<file path="src/rtl/rom_chip_pkg.sv">
// Shared state encoding and operation codes for the PROM sequencers (rom_reader / rom_writer).
package rom_chip_pkg;

  typedef enum logic [2:0] {
    ST_IDLE    = 3'd0,
    ST_SETTLE  = 3'd1,
    ST_PULSE   = 3'd2,
    ST_RECOVER = 3'd3,
    ST_CHECK   = 3'd4,
    ST_DONE    = 3'd5,
    ST_FAIL    = 3'd6
  } state_t;

  localparam logic [3:0] OP_IDLE    = 4'd0;
  localparam logic [3:0] OP_SETTLE  = 4'd1;
  localparam logic [3:0] OP_PULSE   = 4'd2;
  localparam logic [3:0] OP_RECOVER = 4'd3;
  localparam logic [3:0] OP_CHECK   = 4'd4;
  localparam logic [3:0] OP_DONE    = 4'd5;
  localparam logic [3:0] OP_FAIL    = 4'd15;

  function automatic logic [3:0] op_code(input state_t s);
    logic [3:0] op;
    case (s)
      ST_IDLE:    op = OP_IDLE;
      ST_SETTLE:  op = OP_SETTLE;
      ST_PULSE:   op = OP_PULSE;
      ST_RECOVER: op = OP_RECOVER;
      ST_CHECK:   op = OP_CHECK;
      ST_DONE:    op = OP_DONE;
      ST_FAIL:    op = OP_FAIL;
      default:    op = OP_IDLE;
    endcase
    return op;
  endfunction

endpackage

</file>
<file path="src/rtl/rom_delay_counter.sv">
// Loadable down-counter with zero flag; saturates at zero. Times both pulses and settles.
module rom_delay_counter #(
  parameter int WIDTH = 8
) (
  input  logic             clk,
  input  logic             reset_n,
  input  logic             load,
  input  logic [WIDTH-1:0] load_value,
  output logic             count_zero
);

  logic [WIDTH-1:0] count_r;

  // Down-count register with synchronous load.
  always_ff @(posedge clk) begin
    if (!reset_n) begin
      count_r <= '0;
    end else if (load) begin
      count_r <= load_value;
    end else if (count_r != '0) begin
      count_r <= count_r - WIDTH'(1);
    end else begin
      count_r <= count_r;
    end
  end

  assign count_zero = (count_r == '0);

endmodule

</file>
<file path="src/rtl/rom_writer.sv">
// Fuse-PROM programming sequencer: per-bit pulses, readback verify, bounded retries.
// Optional build macro ROM_WRITER_AUTO_INCREMENT_EN: address register advances on each DONE.
module rom_writer
  import rom_chip_pkg::*;
#(
  parameter int DATA_WIDTH    = 4,
  parameter int ADDRESS_WIDTH = 8,
  parameter int PULSE_CYCLES  = 50,
  parameter int SETTLE_CYCLES = 4,
  parameter int MAX_RETRIES   = 3
) (
  input  logic                     clk,
  input  logic                     reset_n,
  input  logic                     start,
  input  logic [ADDRESS_WIDTH-1:0] address_in,
  input  logic [DATA_WIDTH-1:0]    data_in,
  input  logic [DATA_WIDTH-1:0]    data_line_in,
  output logic [ADDRESS_WIDTH-1:0] address_line,
  output logic [DATA_WIDTH-1:0]    program_data,
  output logic                     program_pulse,
  output logic                     busy,
  output logic                     done,
  output logic                     error,
  output logic [3:0]               operation
);

  localparam int CNT_MAX = (PULSE_CYCLES > SETTLE_CYCLES) ? PULSE_CYCLES : SETTLE_CYCLES;
  localparam int CNT_W   = $clog2(CNT_MAX + 1);
  localparam int IDX_W   = (DATA_WIDTH > 1) ? $clog2(DATA_WIDTH) : 1;
  localparam int RTR_W   = $clog2(MAX_RETRIES + 1);

  localparam logic [CNT_W-1:0]      SETTLE_LOAD = CNT_W'(SETTLE_CYCLES - 1);
  localparam logic [CNT_W-1:0]      PULSE_LOAD  = CNT_W'(PULSE_CYCLES - 1);
  localparam logic [IDX_W-1:0]      IDX_LAST    = IDX_W'(DATA_WIDTH - 1);
  localparam logic [IDX_W-1:0]      IDX_ONE     = IDX_W'(1);
  localparam logic [RTR_W-1:0]      RTR_MAX     = RTR_W'(MAX_RETRIES);
  localparam logic [RTR_W-1:0]      RTR_ONE     = RTR_W'(1);
  localparam logic [DATA_WIDTH-1:0] BIT0        = DATA_WIDTH'(1);

  state_t                  state_r, state_s;
  logic [DATA_WIDTH-1:0]   target_r, target_s;
  logic [IDX_W-1:0]        bit_idx_r, bit_idx_s;
  logic [RTR_W-1:0]        retries_r, retries_s;
  logic [DATA_WIDTH-1:0]   program_data_r, program_data_s;
  logic                    program_pulse_r, program_pulse_s;
  logic                    busy_r, busy_s;
  logic                    done_r, done_s;
  logic                    error_r, error_s;
  logic [3:0]              operation_r;
  logic [ADDRESS_WIDTH-1:0] address_line_r;
  logic                    accept_s;
  logic                    cnt_load_s;
  logic [CNT_W-1:0]        cnt_value_s;
  logic                    cnt_zero_s;
  logic                    overprog_s;

  rom_delay_counter #(.WIDTH(CNT_W)) u_delay (
    .clk        (clk),
    .reset_n    (reset_n),
    .load       (cnt_load_s),
    .load_value (cnt_value_s),
    .count_zero (cnt_zero_s)
  );

  // Blown fuses the target does not want cannot be undone, so they abort the word.
  assign overprog_s = |(data_line_in & ~target_r);

  // Next-state and next-output logic of the programming sequencer.
  always_comb begin
    state_s         = state_r;
    target_s        = target_r;
    bit_idx_s       = bit_idx_r;
    retries_s       = retries_r;
    program_data_s  = program_data_r;
    program_pulse_s = program_pulse_r;
    busy_s          = busy_r;
    done_s          = 1'b0;
    error_s         = error_r;
    accept_s        = 1'b0;
    cnt_load_s      = 1'b0;
    cnt_value_s     = SETTLE_LOAD;
    case (state_r)
      ST_IDLE: begin
        if (start) begin
          accept_s   = 1'b1;
          target_s   = data_in;
          bit_idx_s  = '0;
          retries_s  = '0;
          cnt_load_s = 1'b1;
          busy_s     = 1'b1;
          error_s    = 1'b0;
          state_s    = ST_SETTLE;
        end else begin
          busy_s = 1'b0;
        end
      end
      ST_SETTLE, ST_RECOVER: begin
        if (cnt_zero_s) begin
          state_s = ST_CHECK;
        end else begin
          state_s = state_r;
        end
      end
      ST_PULSE: begin
        if (cnt_zero_s) begin
          program_pulse_s = 1'b0;
          program_data_s  = '0;
          cnt_load_s      = 1'b1;
          state_s         = ST_RECOVER;
        end else begin
          state_s = ST_PULSE;
        end
      end
      ST_CHECK: begin
        if (overprog_s) begin
          error_s = 1'b1;
          state_s = ST_FAIL;
        end else if (target_r[bit_idx_r] && !data_line_in[bit_idx_r]) begin
          if (retries_r == RTR_MAX) begin
            error_s = 1'b1;
            state_s = ST_FAIL;
          end else begin
            retries_s       = retries_r + RTR_ONE;
            program_data_s  = BIT0 << bit_idx_r;
            program_pulse_s = 1'b1;
            cnt_load_s      = 1'b1;
            cnt_value_s     = PULSE_LOAD;
            state_s         = ST_PULSE;
          end
        end else if (bit_idx_r == IDX_LAST) begin
          done_s  = 1'b1;
          state_s = ST_DONE;
        end else begin
          bit_idx_s = bit_idx_r + IDX_ONE;
          retries_s = '0;
        end
      end
      ST_DONE, ST_FAIL: begin
        busy_s  = 1'b0;
        state_s = ST_IDLE;
      end
      default: begin
        program_pulse_s = 1'b0;
        program_data_s  = '0;
        busy_s          = 1'b0;
        state_s         = ST_IDLE;
      end
    endcase
  end

  // State and registered-output update.
  always_ff @(posedge clk) begin
    if (!reset_n) begin
      state_r         <= ST_IDLE;
      target_r        <= '0;
      bit_idx_r       <= '0;
      retries_r       <= '0;
      program_data_r  <= '0;
      program_pulse_r <= 1'b0;
      busy_r          <= 1'b0;
      done_r          <= 1'b0;
      error_r         <= 1'b0;
      operation_r     <= OP_IDLE;
    end else begin
      state_r         <= state_s;
      target_r        <= target_s;
      bit_idx_r       <= bit_idx_s;
      retries_r       <= retries_s;
      program_data_r  <= program_data_s;
      program_pulse_r <= program_pulse_s;
      busy_r          <= busy_s;
      done_r          <= done_s;
      error_r         <= error_s;
      operation_r     <= op_code(state_s);
    end
  end

`ifdef ROM_WRITER_AUTO_INCREMENT_EN
  logic [ADDRESS_WIDTH-1:0] next_addr_r;
  logic                     addr_valid_r;

  // Address register: seeded by the first start after reset, then advanced per finished word.
  always_ff @(posedge clk) begin
    if (!reset_n) begin
      address_line_r <= '0;
      next_addr_r    <= '0;
      addr_valid_r   <= 1'b0;
    end else if (accept_s) begin
      if (addr_valid_r) begin
        address_line_r <= next_addr_r;
      end else begin
        address_line_r <= address_in;
        next_addr_r    <= address_in;
      end
      addr_valid_r <= 1'b1;
    end else if (state_r == ST_DONE) begin
      next_addr_r <= next_addr_r + ADDRESS_WIDTH'(1);
    end else begin
      next_addr_r <= next_addr_r;
    end
  end
`else
  // Address register: loaded on every accepted start, held otherwise.
  always_ff @(posedge clk) begin
    if (!reset_n) begin
      address_line_r <= '0;
    end else if (accept_s) begin
      address_line_r <= address_in;
    end else begin
      address_line_r <= address_line_r;
    end
  end
`endif

  assign address_line  = address_line_r;
  assign program_data  = program_data_r;
  assign program_pulse = program_pulse_r;
  assign busy          = busy_r;
  assign done          = done_r;
  assign error         = error_r;
  assign operation     = operation_r;

endmodule

</file>
<file path="config.mk">
export PLATFORM = sky130hd
export DESIGN_NAME = rom_writer
export DESIGN_NICKNAME = d
export VERILOG_FILES = /design/src/rtl/rom_chip_pkg.sv /design/src/rtl/rom_delay_counter.sv /design/src/rtl/rom_writer.sv
export SDC_FILE = /design/constraint.sdc
export NUM_CORES = 1
export LEC_CHECK = 0
export CORE_MARGIN = 4
export CORE_UTILIZATION = 30
export DETAILED_ROUTE_END_ITERATION = 16
export PLACE_DENSITY = 0.53
export SLEW_MARGIN = 20
export SYNTH_ARGS = -nofsm -noshare
export SYNTH_HDL_FRONTEND = slang
export SYNTH_SLANG_ARGS = --single-unit
</file>
<file path="constraint.sdc">
create_clock -name clk -period 2.03 [get_ports clk]
set_clock_uncertainty 0.1 [all_clocks]
set_input_delay 0.609 -clock clk [delete_from_list [all_inputs] [get_ports clk]]
set_output_delay 0.609 -clock clk [all_outputs]
set_load 0.02 [all_outputs]
</file>
# Word-level counts from Yosys, hierarchy flattened
# Index checks and enable logic that the tools add are counted.
# classes
addsub,3
n_lt_le_gt_ge,1
n_eq_ne,25
shifts,1
muxes,53
bitwise_logic,5
n_reduce_logical,17
# ops
cell,count
two-way mux 6 bit,6
one-hot mux 4 bit (6 select lines),1
equality test 3 bit (second input constant),6
two-way mux 1 bit,18
two-way mux 3 bit,6
two-way mux 2 bit,8
two-way mux 4 bit,4
AND reduction 5 bit,3
!= test 2 bit (second input constant),7
equality test 3 x 2 -> 1 bit (second input constant),4
!= test 3 bit (second input constant),4
one-hot mux 3 bit (4 select lines),1
one-hot mux 4 bit (3 select lines),1
one-hot mux 2 bit (2 select lines),2
OR reduction 4 bit,2
OR reduction 7 bit,1
equality test 3 x 1 -> 1 bit (second input constant),2
logical NOT 6 bit,1
one-hot mux 1 bit (3 select lines),2
nonzero test 6 bit,1
subtractor 6 x 1 -> 6 bit (second input constant),1
OR reduction 5 bit,1
adder 2 x 1 -> 2 bit (second input constant),2
bitwise AND 4 bit,1
14 further kinds,20
# word_totals
reg_bits,37
output_inout_bits,20
elab_cells,117

# Depth between registers and ports, before layout
# logic_depth
word_depth,9
ltp_mapped,7
ltp_nobuf,7

# By module
# From an unflattened synthesis, not the netlist that was laid out.
# unflattened
hier_cells,207
hier_area_um2,1744.2
# modules_own_cells
mod,n_inst,cells_each,area_each_um2,seq_area_each_um2
rom_writer,1,164,1387.6,620.6
rom_delay_counter,1,43,356.6,120.1

# Worst setup path after synthesis
# No wires, ideal clock.
# synth_timing
path_kind,input-to-reg
start,input port data_line_in[2]
end,register retries_r[0]
setup_time_ps,74
t_arrival_ps,2031
required_time_ps,1856
setup_slack_ps,-175
stages,6
path_buffers,1
cell_sequence,and4bb_2 a41oi_1 a2111o_1 buf_2 or4_1 o21ai_0
# synth_between
elab_chain_cells,7
# synth_rtl
element,line_no,rtl
from (decl),rom_writer.sv:17,"input logic [DATA_WIDTH-1:0] data_line_in,"
binary-select mux 1 bit (select 2 bit),rom_writer.sv:118,end else if (target_r[bit_idx_r] && !data_line_in[bit_idx_r]) begin
two-way mux 1 bit (not written as such),rom_writer.sv:118,
logical NOT 1 bit,rom_writer.sv:118,
logical AND 1 bit,rom_writer.sv:118,
two-way mux 2 bit,rom_writer.sv:118,
two-way mux 2 bit,rom_writer.sv:115,if (overprog_s) begin
one-hot mux 2 bit (2 select lines),rom_writer.sv:82,case (state_r)
to (signal assigned),rom_writer.sv:168,retries_r <= retries_s;
to (decl),rom_writer.sv:43,"logic [RTR_W-1:0] retries_r, retries_s;"
# Parallel ways exist; a longest one is shown, timed or not. The select of a mux whose other input is x is not followed.
# A chain may end at the register's enable or synchronous reset.

# Worst setup path in the final report
# layout_timing
start,register program_data_r[2] (netlist: program_data[2])
end,output port program_data[2]
# layout_rtl
element,line_no,rtl
from (decl),rom_writer.sv:44,"logic [DATA_WIDTH-1:0] program_data_r, program_data_s;"
from (signal assigned),rom_writer.sv:169,program_data_r <= program_data_s;
to (decl),rom_writer.sv:19,"output logic [DATA_WIDTH-1:0] program_data,"
# No word-level cell between the ends.

==> flow_summary_export.csv <==
group,metric,value,unit
status,status,"finished clean",
setup_path,crit_path_end_kind,"output pin",
setup_path,reg2reg_to,"operation[0]$_SDFF_PN0_",
global_route,grt_pass1_wl,7431,um
min_path,worstHoldStart,"address_line[0]$_SDFFE_PN0P_",
drt,num_vias,1621,
global_route,grt_pass1_vias,1542,
setup_path,crit_chain,"clkdlybuf4s50_1",
synth,synthDominantCellAreaShare,0.4247,
floorplanning,rows,27,
clock_network,clock-root-buffer,"clkbuf_8",
sta,slew_violations,0,
global_route,overflow,0,
layout,drive_gt1_frac,0.2388,
layout,final_common_cell,"nand2_1",
layout,nFillCells,582,
global_route,grt_max_degree,14,
power_and_ir_drop,peakVddDrop,461.3,uV
setup_path,cp.required,1.32,ns
synth,synth_nets,225,
setup_path,r2r-start,"u_delay.count_r[0]$_SDFFE_PN0P_",
layout,n_antenna_cell,0,
synth,synth_area,0.001744,mm2
drt,wl_per_cell,13.10,um
drt,drcViolationCount,0,
setup_path,crit_family,"buffers and inverters",
synth,ys.flop_type,"dfxtp_1",
clock_network,cts_hold_repair.buffers,0,
synth,ys_ff_latch,37,
job,drv_cap,0,
power_and_ir_drop,p_per_area,1111,mW/mm2
placement,dpl.hpwl,3355,um
floorplanning,core_area,0.005574,mm2
sta,slew_headroom,0.7495,
placement,portBuffers,38,
placement,place_area,0.002426,mm2
sta,fmax,507.0,MHz
sta,hold_violations,0,
global_route,track_usage,0.1292,
placement,place_ws,-0.5342,ns
setup_path,cp_max_fo,2,
floorplanning,die_area,0.007098,mm2
layout,final_cell_area,0.002591,mm2
drt,dr.pass1.iters,4,
layout,layout_common_cells,"nand2_1, dfxtp_1, clkdlybuf4s50_1",
layout,fin_cells,340,
setup_path,arrival,1.26,ns
clock_network,ctsHtreeMaxLevel,2,
synth,ys_warn_count,0,
sta,fin_ws,0.05778,ns
min_path,hold_path_depth,2,
synth,synthDistinctLibCells,50,
sta,min_period_over_period,0.9715,
floorplanning,fp.dieH,84.25,um
drt,ant_nets,0,
synth,async_flop_share,0,
min_path,hp-class,"reg -> reg",
drt,drt-total-wl,4455,um
synth,avgSynthCellArea,8.721,um2
floorplanning,start_util,0.3129,
layout,nNetsFinal,292,
placement,dp.cells,329,
placement,gp_congestion,0.7319,
clock_network,cts_buffers,5,
setup_path,worst_path_largest_cell_delay,0.62,ns
clock_network,max-clock-path-buffers,2,
setup_path,crit_path_start_kind,"flip-flop",
synth,ys_top_cells_by_area,"dfxtp_1, nand2_1, a21boi_0, ha_1, a21oi_1",
setup_path,reg2reg_depth,7,
synth,synth-edff-count,0,
drt,viasPerCell,4.768,
sta,worst_slew_pin_slew,0.3734,ns
clock_network,cts_tree,"done",
layout,syn2layout_area_growth,48.57,%
synth,yosysTopAreaCell,"dfxtp_1",
clock_network,cts.sinks,37,
setup_path,crit_buf_inv,1,
layout,utilization,0.4649,
setup_path,r2r_slack,0.08,ns
sta,fin_crit,1.972,ns
setup_path,crit_type,"reg -> out",
synth,syn_inst,200,
global_route,antenna_found_initial,0,
power_and_ir_drop,leakagePower,1.012,nW
drt,detail_route.iter0.violations,86,
floorplanning,dieWidth,84.25,um
sta,finalSetupViolations,0,
floorplanning,io-pin-count,39,
sta,fin_setup_tns,0,ns
setup_path,cp_slowest_cell,"clkdlybuf4s50_1",
synth,yosysSeqAreaShare,0.4247,
min_path,hold-path-endpoint,"address_line[0]$_SDFFE_PN0P_",
clock_network,insertion_delay,0.29,ns
sta,rsz0062_at_grt,"false",
clock_network,clk_pin_slew,0.07,ns
[logic make-up after synthesis]
family | Yosys count | synth area share
buf+inv | 18 | 0.04017
simple gates | 82 | 0.2396
compound gates | 53 | 0.2303
xor+xnor | 2 | 0.01004
fa+ha+maj | 6 | 0.04304
mux | 2 | 0.01219
flops | 37 | 0.4247
[power by group]
part / leakage (nW) / internal (W) / switching (W)
Combinational: 0.655 / 0.000684 / 0.000657
Sequential: 0.303 / 0.000872 / 0.000104
Clock: 0.0542 / 0.000307 / 0.000255
Total: 1.01 / 0.00186 / 0.00102
[registers in the layout, summed over array words and instances (netlist names)]
signal,flops
u_delay.count_r,6
done,1
program_data,4
program_pulse,1
error,1
state_r,3
operation,4
target_r,4
address_line,8
busy,1
bit_idx_r,2
retries_r,2
[timing repair]
action | in CTS | in global routing
endpoints found under the hold margin | 0 | 0
setup endpoints to repair | 21 | 6
resized for setup | 18 | 6
setup buffers | 1 | 2
pin swaps | 8 | 2
[worst reg2reg max path, cell delays in order (launching register included)]
cell,delay [ns]
dfxtp_1,0.35
inv_2,0.08
ha_4,0.15
or3b_4,0.40
nor3_4,0.18
a211oi_1,0.10
o211a_1,0.23
or2_2,0.26
[cells in the mapped netlist (2+ instances only)]
library cell,count
nand2_1,39
dfxtp_1,37
a21boi_0,17
a21oi_1,8
clkbuf_1,8
inv_1,8
nand3_1,7
nor2_1,7
ha_1,6
nor3_1,6
o21ai_0,5
nand2b_1,4
o21a_1,4
and2_1,2
buf_2,2
nor2b_1,2
nor4b_1,2
o311a_1,2
or4_1,2
xnor2_1,2
[area by class of cell]
class	count	area (um2)	area share
repair buffers	70	608.1	0.2347
multi-input cells	145	1018	0.3930
inverters	8	30.03	0.01159
flip-flops and latches	37	743.2	0.2868
clock inverters	1	5.005	0.001931
clock buffers	7	96.34	0.03718
well taps	72	90.09	0.03477
[layer usage]
layer  GRT usage  wire length (um)
met5           0                 0
met4     0.04386                61
met3     0.03533               201
met2      0.2059              2088
met1      0.1684              2103
[metrics by stage]
step / hold WS (ns) / power, W
floorplan: 0.3471 / 0.001703
global placement: 0.3530 / 0.002245
detailed placement: 0.3580 / 0.002242
CTS: 0.3674 / 0.002859
global route: 0.3970 / 0.003088
finish: 0.3608 / 0.002879
[how the worst max path moves through the flow]
stage | depth (start not counted) | endpoint | startpoint
after floorplan | 6 | retries_r[0]$_SDFFE_PN0P_ | data_line_in[2]
after global placement | 8 | program_data[2]$_SDFFE_PN0P_ | data_line_in[0]
after detailed placement | 6 | retries_r[0]$_SDFFE_PN0P_ | data_line_in[0]
after CTS | 5 | retries_r[1]$_SDFFE_PN0P_ | bit_idx_r[1]$_SDFFE_PN0P_
after global routing | 7 | operation[0]$_SDFF_PN0_ | u_delay.count_r[0]$_SDFFE_PN0P_
final | 1 | program_data[2] | program_data[2]$_SDFFE_PN0P_
(Power assumes the default switching activity.)
